--- config.mk ---
export PLATFORM = sky130hd
export DESIGN_NAME = step_pulse_gen
export DESIGN_NICKNAME = d
export VERILOG_FILES = /design/src/rtl/step_pkg.sv /design/src/rtl/step_rate_accum.sv /design/src/rtl/step_pulse_gen.sv
export SDC_FILE = /design/constraint.sdc
export NUM_CORES = 1
export LEC_CHECK = 0
export CAP_MARGIN = 15
export CORE_ASPECT_RATIO = 0.75
export CORE_MARGIN = 3
export CORE_UTILIZATION = 55
export DETAILED_ROUTE_END_ITERATION = 10
export PLACE_DENSITY = 0.76
export SLEW_MARGIN = 40
export SYNTH_ARGS = -nofsm -noshare
export SYNTH_HDL_FRONTEND = slang
export SYNTH_HIERARCHICAL = 1
export SYNTH_SLANG_ARGS = --single-unit
--- constraint.sdc ---
create_clock -name CLK -period 5.5 [get_ports CLK]
set_clock_uncertainty 0.2 [all_clocks]
set_input_delay 1.1 -clock CLK [delete_from_list [all_inputs] [get_ports CLK]]
set_output_delay 1.1 -clock CLK [all_outputs]
set_load 0.05 [all_outputs]
--- src/rtl/step_pkg.sv ---
// Shared step-pulse definitions: state encoding, the one-second constant and the rate ceiling.
// Latency: none (types, constants and a constant function only).
// Backpressure: none.
package step_pkg;

   // One second in clock cycles. The step counters use the same value,
   // so the generator and the counters always agree on what a second is.
   localparam int STEP_CLK_HZ = 1000;

   // Run-control states of the pulse generator
   typedef enum logic [1:0] {
      IDLE = 2'd0,
      RUN  = 2'd1,
      DONE = 2'd2
   } step_state_e;

   // Highest rate that still leaves at least PULSE_W low cycles between
   // pulses and lets the last pulse of a second fall before the boundary.
   function automatic int max_rate(input int clk_hz, input int pulse_w);
      return clk_hz / (2 * pulse_w);
   endfunction

endpackage

--- src/rtl/step_rate_accum.sv ---
// Phase accumulator that spaces pulse launches evenly across a second, plus a PULSE_W stretcher.
// Latency: launch is combinational in the launch cycle; pulse rises one cycle later for PULSE_W cycles.
// Backpressure: none; dropping run clears the stretcher so pulse is low on the next cycle.
module step_rate_accum import step_pkg::*; #(
   parameter int CLK_HZ  = STEP_CLK_HZ,
   parameter int PULSE_W = 4,
   parameter int ACC_W   = $clog2(2 * CLK_HZ)
) (
   input  logic             clk,
   input  logic             rst,
   input  logic             init,
   input  logic             run,
   input  logic             sec_end,
   input  logic [ACC_W-1:0] rate,
   output logic             launch,
   output logic             pulse
);

   localparam int               REM_W = $clog2(PULSE_W + 1);
   localparam logic [ACC_W-1:0] HZ    = ACC_W'(CLK_HZ);
   localparam logic [REM_W-1:0] WIDTH = REM_W'(PULSE_W);
   localparam logic [REM_W-1:0] ONE   = REM_W'(1);

   logic [ACC_W-1:0] acc;
   logic [ACC_W-1:0] acc_sum;
   logic [REM_W-1:0] rem;

   // Launch whenever the accumulated phase crosses one second's worth of counts.
   // Seeding acc with CLK_HZ - rate makes the very first cycle of a second launch.
   always_comb begin
      acc_sum = acc + rate;
      launch  = run && (rate != '0) && (acc_sum >= HZ);
   end

   // Phase accumulator; re-seeded at start and at every second boundary so each
   // second carries exactly 'rate' launches with no drift between seconds.
   always_ff @(posedge clk) begin
      if (rst) begin
         acc <= '0;
      end else if (init) begin
         acc <= HZ - rate;
      end else if (run) begin
         if (sec_end) begin
            acc <= HZ - rate;
         end else if (launch) begin
            acc <= acc_sum - HZ;
         end else begin
            acc <= acc_sum;
         end
      end
   end

   // Width stretcher: a launch holds pulse high for the next PULSE_W cycles;
   // any cycle without run (stop, idle, done) truncates an in-flight pulse.
   always_ff @(posedge clk) begin
      if (rst || !run) begin
         rem   <= '0;
         pulse <= 1'b0;
      end else if (launch) begin
         rem   <= WIDTH;
         pulse <= 1'b1;
      end else if (rem > ONE) begin
         rem   <= rem - ONE;
         pulse <= 1'b1;
      end else begin
         rem   <= '0;
         pulse <= 1'b0;
      end
   end

endmodule

--- src/rtl/step_pulse_gen.sv ---
// Step-pulse transmitter: rate steps/second for num_secs seconds, with start/busy/done handshake.
// Latency: busy rises one cycle after start is sampled; first Pulse one cycle after that.
// Backpressure: start is ignored unless IDLE; stop aborts a run with Pulse low on the next cycle.
module step_pulse_gen import step_pkg::*; #(
   parameter int CLK_HZ  = STEP_CLK_HZ,
   parameter int PULSE_W = 4,
   parameter int RATE_W  = 7,
   parameter int SECS_W  = 4,
   parameter int CNT_W   = 12
) (
   input  logic              CLK,
   input  logic              RESET,
   input  logic              start,
   input  logic              stop,
   input  logic [RATE_W-1:0] rate,
   input  logic [SECS_W-1:0] num_secs,
   output logic              Pulse,
   output logic              busy,
   output logic              done,
   output logic              sec_tick,
   output logic [CNT_W-1:0]  pulse_count
);

   localparam int              MAX_RATE = max_rate(CLK_HZ, PULSE_W);
   localparam int              ACC_W    = $clog2(2 * CLK_HZ);
   localparam int              SC_W     = (CLK_HZ > 1) ? $clog2(CLK_HZ) : 1;
   localparam logic [SC_W-1:0] SEC_LAST = SC_W'(CLK_HZ - 1);

   step_state_e       state;
   step_state_e       state_nxt;
   logic [ACC_W-1:0]  rate_clamped;
   logic [ACC_W-1:0]  rate_q;
   logic [ACC_W-1:0]  rate_use;
   logic [SECS_W-1:0] secs_q;
   logic [SECS_W-1:0] sec_num;
   logic [SECS_W-1:0] sec_num_nxt;
   logic [SC_W-1:0]   sec_cyc;
   logic [SC_W-1:0]   sec_cyc_nxt;
   logic              accept;
   logic              running;
   logic              advance;
   logic              sec_end;
   logic              last_sec;
   logic              launch;

   // Clamp the requested rate so pulses never overlap or straddle a second boundary.
   always_comb begin
      if (32'(rate) > 32'(MAX_RATE)) begin
         rate_clamped = ACC_W'(MAX_RATE);
      end else begin
         rate_clamped = ACC_W'(rate);
      end
   end

   // Run-control decode. A stop cycle does not advance the accumulator, so
   // nothing launches in the cycle that ends the run.
   always_comb begin
      accept   = (state == IDLE) && start;
      running  = (state == RUN);
      advance  = running && !stop;
      sec_end  = running && (sec_cyc == SEC_LAST);
      last_sec = (({1'b0, sec_num} + (SECS_W + 1)'(1)) == {1'b0, secs_q});
      rate_use = accept ? rate_clamped : rate_q;
   end

   // Next state and second/cycle counters. A zero-rate run still lasts its
   // seconds; only a zero-length run skips RUN. stop beats a boundary.
   always_comb begin
      state_nxt   = state;
      sec_cyc_nxt = sec_cyc;
      sec_num_nxt = sec_num;
      case (state)
         IDLE: begin
            if (start) begin
               state_nxt   = (num_secs == '0) ? DONE : RUN;
               sec_cyc_nxt = '0;
               sec_num_nxt = '0;
            end
         end
         RUN: begin
            if (sec_end) begin
               sec_cyc_nxt = '0;
               sec_num_nxt = sec_num + SECS_W'(1);
            end else begin
               sec_cyc_nxt = sec_cyc + SC_W'(1);
            end
            if (stop || (sec_end && last_sec)) begin
               state_nxt = DONE;
            end
         end
         DONE: begin
            state_nxt = IDLE;
         end
         default: begin
            state_nxt = IDLE;
         end
      endcase
   end

   // State, counters and the run parameters captured when start is accepted.
   always_ff @(posedge CLK) begin
      if (RESET) begin
         state   <= IDLE;
         sec_cyc <= '0;
         sec_num <= '0;
         secs_q  <= '0;
         rate_q  <= '0;
      end else begin
         state   <= state_nxt;
         sec_cyc <= sec_cyc_nxt;
         sec_num <= sec_num_nxt;
         if (accept) begin
            rate_q <= rate_clamped;
            secs_q <= num_secs;
         end
      end
   end

   // Status outputs registered from next-state values so they line up with the state they describe.
   always_ff @(posedge CLK) begin
      if (RESET) begin
         busy     <= 1'b0;
         done     <= 1'b0;
         sec_tick <= 1'b0;
      end else begin
         busy     <= (state_nxt == RUN);
         done     <= (state_nxt == DONE);
         sec_tick <= (state_nxt == RUN) && (sec_cyc_nxt == SEC_LAST);
      end
   end

   // Launches since the last accepted start, holding at all-ones.
   always_ff @(posedge CLK) begin
      if (RESET) begin
         pulse_count <= '0;
      end else if (accept) begin
         pulse_count <= '0;
      end else if (launch && (pulse_count != '1)) begin
         pulse_count <= pulse_count + CNT_W'(1);
      end
   end

   step_rate_accum #(
      .CLK_HZ  (CLK_HZ),
      .PULSE_W (PULSE_W),
      .ACC_W   (ACC_W)
   ) u_accum (
      .clk     (CLK),
      .rst     (RESET),
      .init    (accept),
      .run     (advance),
      .sec_end (sec_end),
      .rate    (rate_use),
      .launch  (launch),
      .pulse   (Pulse)
   );

endmodule
Yosys cells after proc, flatten, opt, wreduce, memory -nomap -nowiden
Index checks and enable logic that the tools add are counted. W data, S select, Z words.

Register bits: 61. Input port bits: 15. Output and inout port bits: 16. Logic and storage cells: 74.

Add/sub/neg operators: 8. $lt $le $gt $ge: 3. Equality and inequality tests: 9. Muxes and demuxes: 20. Bitwise operators: 1. Reduce and logical (&&, ||, !) cells: 20.

Operator list (number): $mux W11 (5); $eq A10 B10 Y1 const B (2); $mux W10 (2); $pmux W10 S2 (1); $add A12 B1 Y12 const B (1); $ne A12 B12 Y1 const B (1); $add A11 B11 Y11 (1); $ge A11 B10 Y1 const B (1); $reduce_bool A11 Y1 (1); $sub A10 B11 Y11 const A (1); $sub A11 B10 Y11 const B (1); $add A10 B1 Y10 const B (1); $logic_and A1 B1 Y1 (8); $mux W4 (2); $pmux W4 S2 (1); $gt A7 B7 Y1 const B (1); $mux W7 (1); $mux W2 (3); $mux W3 (2); $add A4 B1 Y5 const B (1); $eq A5 B4 Y1 (1); $add A4 B1 Y4 const B (1); $eq A2 B1 Y1 const B (2); $logic_not A4 Y1 (1); 15 further kinds (19).

Logic depth before layout (Yosys ltp)
Word-level depth: 10. Mapped depth: 21. Mapped depth without buffers: 21.

Cells and area by module
The synthesis kept the hierarchy.

By module, submodules not included: step_pulse_gen (instances 1, cells each 264, area each 2203.4 µm², seq. area each 920.9 µm²); step_rate_accum (instances 1, cells each 240, area each 1860.5 µm², seq. area each 300.3 µm²).

Worst setup path before layout
No wires, ideal clock.

Path kind: in2reg. Start: in rate[3]. End: reg pulse_count[5]. Setup time: 0.128 ns. Data arrival time: 4.450 ns. Data required time: 5.172 ns. Path slack: 0.723 ns. Stages: 20. Path buffers: 0. Cell sequence: and3_1 -> a41oi_1 -> o21ai_0 -> ha_1 -> inv_1 -> fa_1 -> nor2b_1 -> o31a_1 -> xor2_1 -> inv_1 -> ha_1 -> o31a_1 -> nor2_1 -> a31oi_1 -> inv_2 -> nand4_1 -> a31oi_1 -> nand3_1 -> xor2_1 -> nor2_1.

Longest elaborated chain between the ends: 7. Elaborated cells between the ends (all ways): 9. Those cells by class: add/sub (1); order compare (2); mux (2); reduce/logical (4).

RTL lines: from (decl) (RTL line step_pulse_gen.sv:15) `input logic [RATE_W-1:0] rate,`; $gt A7 B7 Y1 (*) (RTL line step_pulse_gen.sv:48) `if (32'(rate) > 32'(MAX_RATE)) begin`; $mux W7 (*) (RTL line step_pulse_gen.sv:48); $mux W11 (*); net rate_use[0] (RTL line step_pulse_gen.sv:33) `logic [ACC_W-1:0] rate_use;`; $add A11 B11 Y11 or $reduce_bool A11 Y1 (tied branches) (RTL line step_rate_accum.sv:31, step_rate_accum.sv:32); $ge A11 B10 Y1 or $logic_and A1 B1 Y1 (tied branches) (RTL line step_rate_accum.sv:32) `launch = run && (rate != '0) && (acc_sum >= HZ);`; $logic_and A1 B1 Y1 (*) (RTL line step_rate_accum.sv:32); net launch (RTL line step_pulse_gen.sv:44) `logic launch;`; $logic_and A1 B1 Y1 (*) (RTL line step_pulse_gen.sv:138) `end else if (launch && (pulse_count != '1)) begin`; to (signal assigned) (RTL line step_pulse_gen.sv:139) `pulse_count <= pulse_count + CNT_W'(1);`; to (decl) (RTL line step_pulse_gen.sv:21) `output logic [CNT_W-1:0] pulse_count`.

Mark *: on every way through the listed nets, which the timed path passes. The rest lies on a longest branch. A chain may end at the register's enable or synchronous reset.

Worst setup path in the final report
Start: in rate[5]. End: reg pulse_count[6].

The elaborated chain is that of the path after synthesis.

==> impl_metrics.env <==
export IMPL_tritoncts_num_sinks=61
export IMPL_dp_hpwl_um=7630
export IMPL_final_antenna_net_count=0
export IMPL_die_area_um2=8470
export IMPL_synth_avg_cell_area_um2=8.06
export IMPL_powerDensity_nw_per_um2=268
export IMPL_setup_worst_path_class="in2reg"
export IMPL_end_kind="flip-flop"
export IMPL_worstHoldPathType="reg2reg"
export IMPL_final_layout_size_suffix_gt1_share_pct=10.5
export IMPL_routabilityCongestion=0.909
export IMPL_ff2ff_setup_slack_ns=1.15
export IMPL_grt_setup_unrepaired="false"
export IMPL_grt_max_degree=39
export IMPL_synth_seq_area_share_pct=30.0
export IMPL_status="complete, no violations"
export IMPL_total_global_routing_overflow=0
export IMPL_core_area_um2=6990
export IMPL_initial_utilization_pct=58.1
export IMPL_worstPathMaxFanout=6
export IMPL_synth_top_flop_cell="dfxtp_1"
export IMPL_timing_setup_tns_ns=0
export IMPL_slew_headroom_pct=39.5
export IMPL_dr_total_vias=3946
export IMPL_ctsRootBufferMaster="clkbuf_8"
export IMPL_clk_latency_ns=0.32
export IMPL_area_delta_synth_final_pct=16.9
export IMPL_post_route_period_util_pct=92.1
export IMPL_cts_tree="built"
export IMPL_grt_usage_pct=25.8
export IMPL_synth_top_area_cell="dfxtp_1"
export IMPL_cts_buffers_inserted=9
export IMPL_cap_viol_max_count=0
export IMPL_port_buffer_count=30
export IMPL_detailed_routing_iteration_count_for_the_pre_antenna_repair_pass=6
export IMPL_synth_commonest_cells="61 x dfxtp_1, 54 x nand2_1, 49 x nor2_1, 24 x a21oi_1, 22 x nand3_1"
export IMPL_post_cts_setup_buffers=0
export IMPL_hold_buffers=0
export IMPL_synthDistinctLibCells=76
export IMPL_critical_path_startpoint_type="input pin"
export IMPL_tightest_slew_ns=0.904
export IMPL_final_hold_viol_count=0
export IMPL_starting_drt_drc_count=363
export IMPL_post_synth_main_area_contributors="dfxtp_1 30%, ha_1 5.2%, nand2_1 5.0%, nor2_1 4.5%, xor2_1 3.7%"
export IMPL_largest_voltage_drop_on_the_vdd_net_mv=0.149
export IMPL_viasPerCell=6.16
export IMPL_wl_per_cell_um=16.5
export IMPL_ctsLongestPathBuffers=2
export IMPL_synthesis_instances=504
export IMPL_drcViolationCount=0
export IMPL_count_of_final_max_slew_check_failures=0
export IMPL_synth_seq_cells=61
export IMPL_die_width_um=105
export IMPL_worst_ep_arrival_time_ns=5.06
export IMPL_max_freq_mhz=197
export IMPL_std_cell_rows=26
export IMPL_synthesis_nets=537
export IMPL_htreeDepth=3
export IMPL_post_synth_top_count_cell="dfxtp_1"
export IMPL_wire_length_of_the_first_global_routing_pass_um=17800
export IMPL_final_net_count=572
export IMPL_grt_pass1_vias=3611
export IMPL_die_height_um=80.4
export IMPL_synth_enable_flop_cells=0
export IMPL_asyncSetResetFlopFracSynth_pct=0
export IMPL_number_of_antenna_violations_at_the_first_check_in_global_routing=0
export IMPL_timing_final_crit_period_ns=5.07
export IMPL_ys_warn_count=6
export IMPL_static_leakage_power_uw=0.00188
export IMPL_wirelength_um=10600
export IMPL_num_antenna_cells=0
export IMPL_finalSetupViolations=0
export IMPL_design_portCount=31
export IMPL_share_of_the_core_filled_with_cells_pct=67.9
export IMPL_synth_top_cell_area_share_pct=30.0
export IMPL_synth_cell_area_um2=4060
export IMPL_path_clk_slew_ns=0.07
export IMPL_timing_critical_path_required_ns=5.49
-- layout by cell type (no fill, tap or decap), types with 4 or more instances in the layout --
cell type,instances
a211oi_1,8
a21o_1,4
a21oi_1,24
a311oi_1,5
and2_1,11
and3_1,4
and4_1,4
buf_4,15
clkbuf_8,12
clkdlybuf4s50_1,30
dfxtp_1,61
ha_1,17
inv_1,18
mux2i_1,5
nand2_1,54
nand2b_1,11
nand3_1,22
nand3b_1,6
nand4_1,13
nor2_1,49
nor2b_1,6
nor3_1,14
nor4_1,8
o211a_1,4
o211ai_1,9
o21ai_0,13
o22ai_1,4
o31a_1,4
o31ai_1,4
or3_1,6
xnor2_1,12
xor2_1,17
-- critical path: stages --
cell	delay [ns]
clkdlybuf4s50_1	0.51
and3_1	0.19
a41oi_1	0.12
o21ai_1	0.18
ha_1	0.21
inv_1	0.06
fa_1	0.39
nor2b_1	0.21
o31a_1	0.16
xor2_1	0.25
inv_1	0.10
ha_1	0.22
o31a_1	0.13
nor2_1	0.16
a31oi_1	0.15
inv_2	0.13
nand3_1	0.12
a31oi_2	0.29
nand4_1	0.15
xor2_1	0.15
nor2_1	0.05
-- power breakdown --
part / internal, uW / switching [uW] / leakage [uW]
clock: 290 / 169 / 0.000115
combinational: 134 / 209 / 0.00127
sequential: 461 / 12.5 / 0.000496
-- path summary, 6_finish.rpt --
check / end / from / depth (start not counted)
worst max-delay path: pulse_count[6]$_SDFFE_PP0P_ / rate[5] / 21
worst min-delay path: rate_q[7]$_SDFF_PP0_ / rate_q[7]$_SDFF_PP0_ / 1
worst max register to register: pulse_count[6]$_SDFFE_PP0P_ / state[1]$_SDFF_PP0_ / 21
worst min register to register: rate_q[7]$_SDFF_PP0_ / rate_q[7]$_SDFF_PP0_ / 1
-- routing by layer --
layer	vias to the layer above	share of wire [%]	GRT usage, %
li1	1924	-	-
met4	0	0.72	6.29
met3	11	8.7	6.43
met1	1842	49	38.0
met2	169	42	37.2
met5	-	0	0
-- cell families (layout without fill, tap and decap cells) --
| group | count (synthesis) | count (layout) | share of synthesized area [%] |
|---|---|---|---|
| AOI/OAI and AO/OA | 117 | 117 | 21.2 |
| xor gates and xnor gates | 29 | 29 | 6.25 |
| adders and majority gates | 18 | 18 | 5.73 |
| buffers and inverters | 40 | 79 | 4.13 |
| DFF | 61 | 61 | 30.0 |
| muxes | 7 | 7 | 1.79 |
| and+or+nand+nor | 232 | 232 | 30.9 |
-- repair_timing --
| item | 4_1_cts | 5_1_grt |
|---|---|---|
| gates resized for setup | 0 | 3 |
| endpoints found under the hold margin | 0 | 0 |
| setup endpoints to repair | 0 | 8 |
-- cell type report --
cell class	instances	area [um2]
repair buffers	45	413
clock buffers	12	165
inverters	19	71.3
multi-input cells	403	2690
flip-flops and latches	61	1220
well taps	98	123
clock inverters	3	67.6
fillers	574	2240
-- registers in the layout (all words and copies together), names as in the netlist, 2 cells and up --
signal	cells
u_accum/acc	11
sec_cyc	10
rate_q	11
sec_num	4
u_accum/rem	3
pulse_count	12
secs_q	4
state	2
-- through the flow --
stage / setup WS (ns) / hold WS [ns] / instance area (um2) / instances / power [uW]
4_1_cts: 0.382 / 0.261 / 4740 / 641 / 1270
3_5_place_dp: 0.0608 / 0.240 / 4500 / 626 / 815
2_1_floorplan: 0.723 / 0.221 / 4060 / 504 / 722
3_3_place_gp: 0.130 / 0.236 / 4500 / 626 / 806
6_report: 0.432 / 0.264 / 4750 / 641 / 1280
5_1_grt: 0.0485 / 0.275 / 4750 / 641 / 1340
Note: power is estimated with default switching activity, not from simulation.
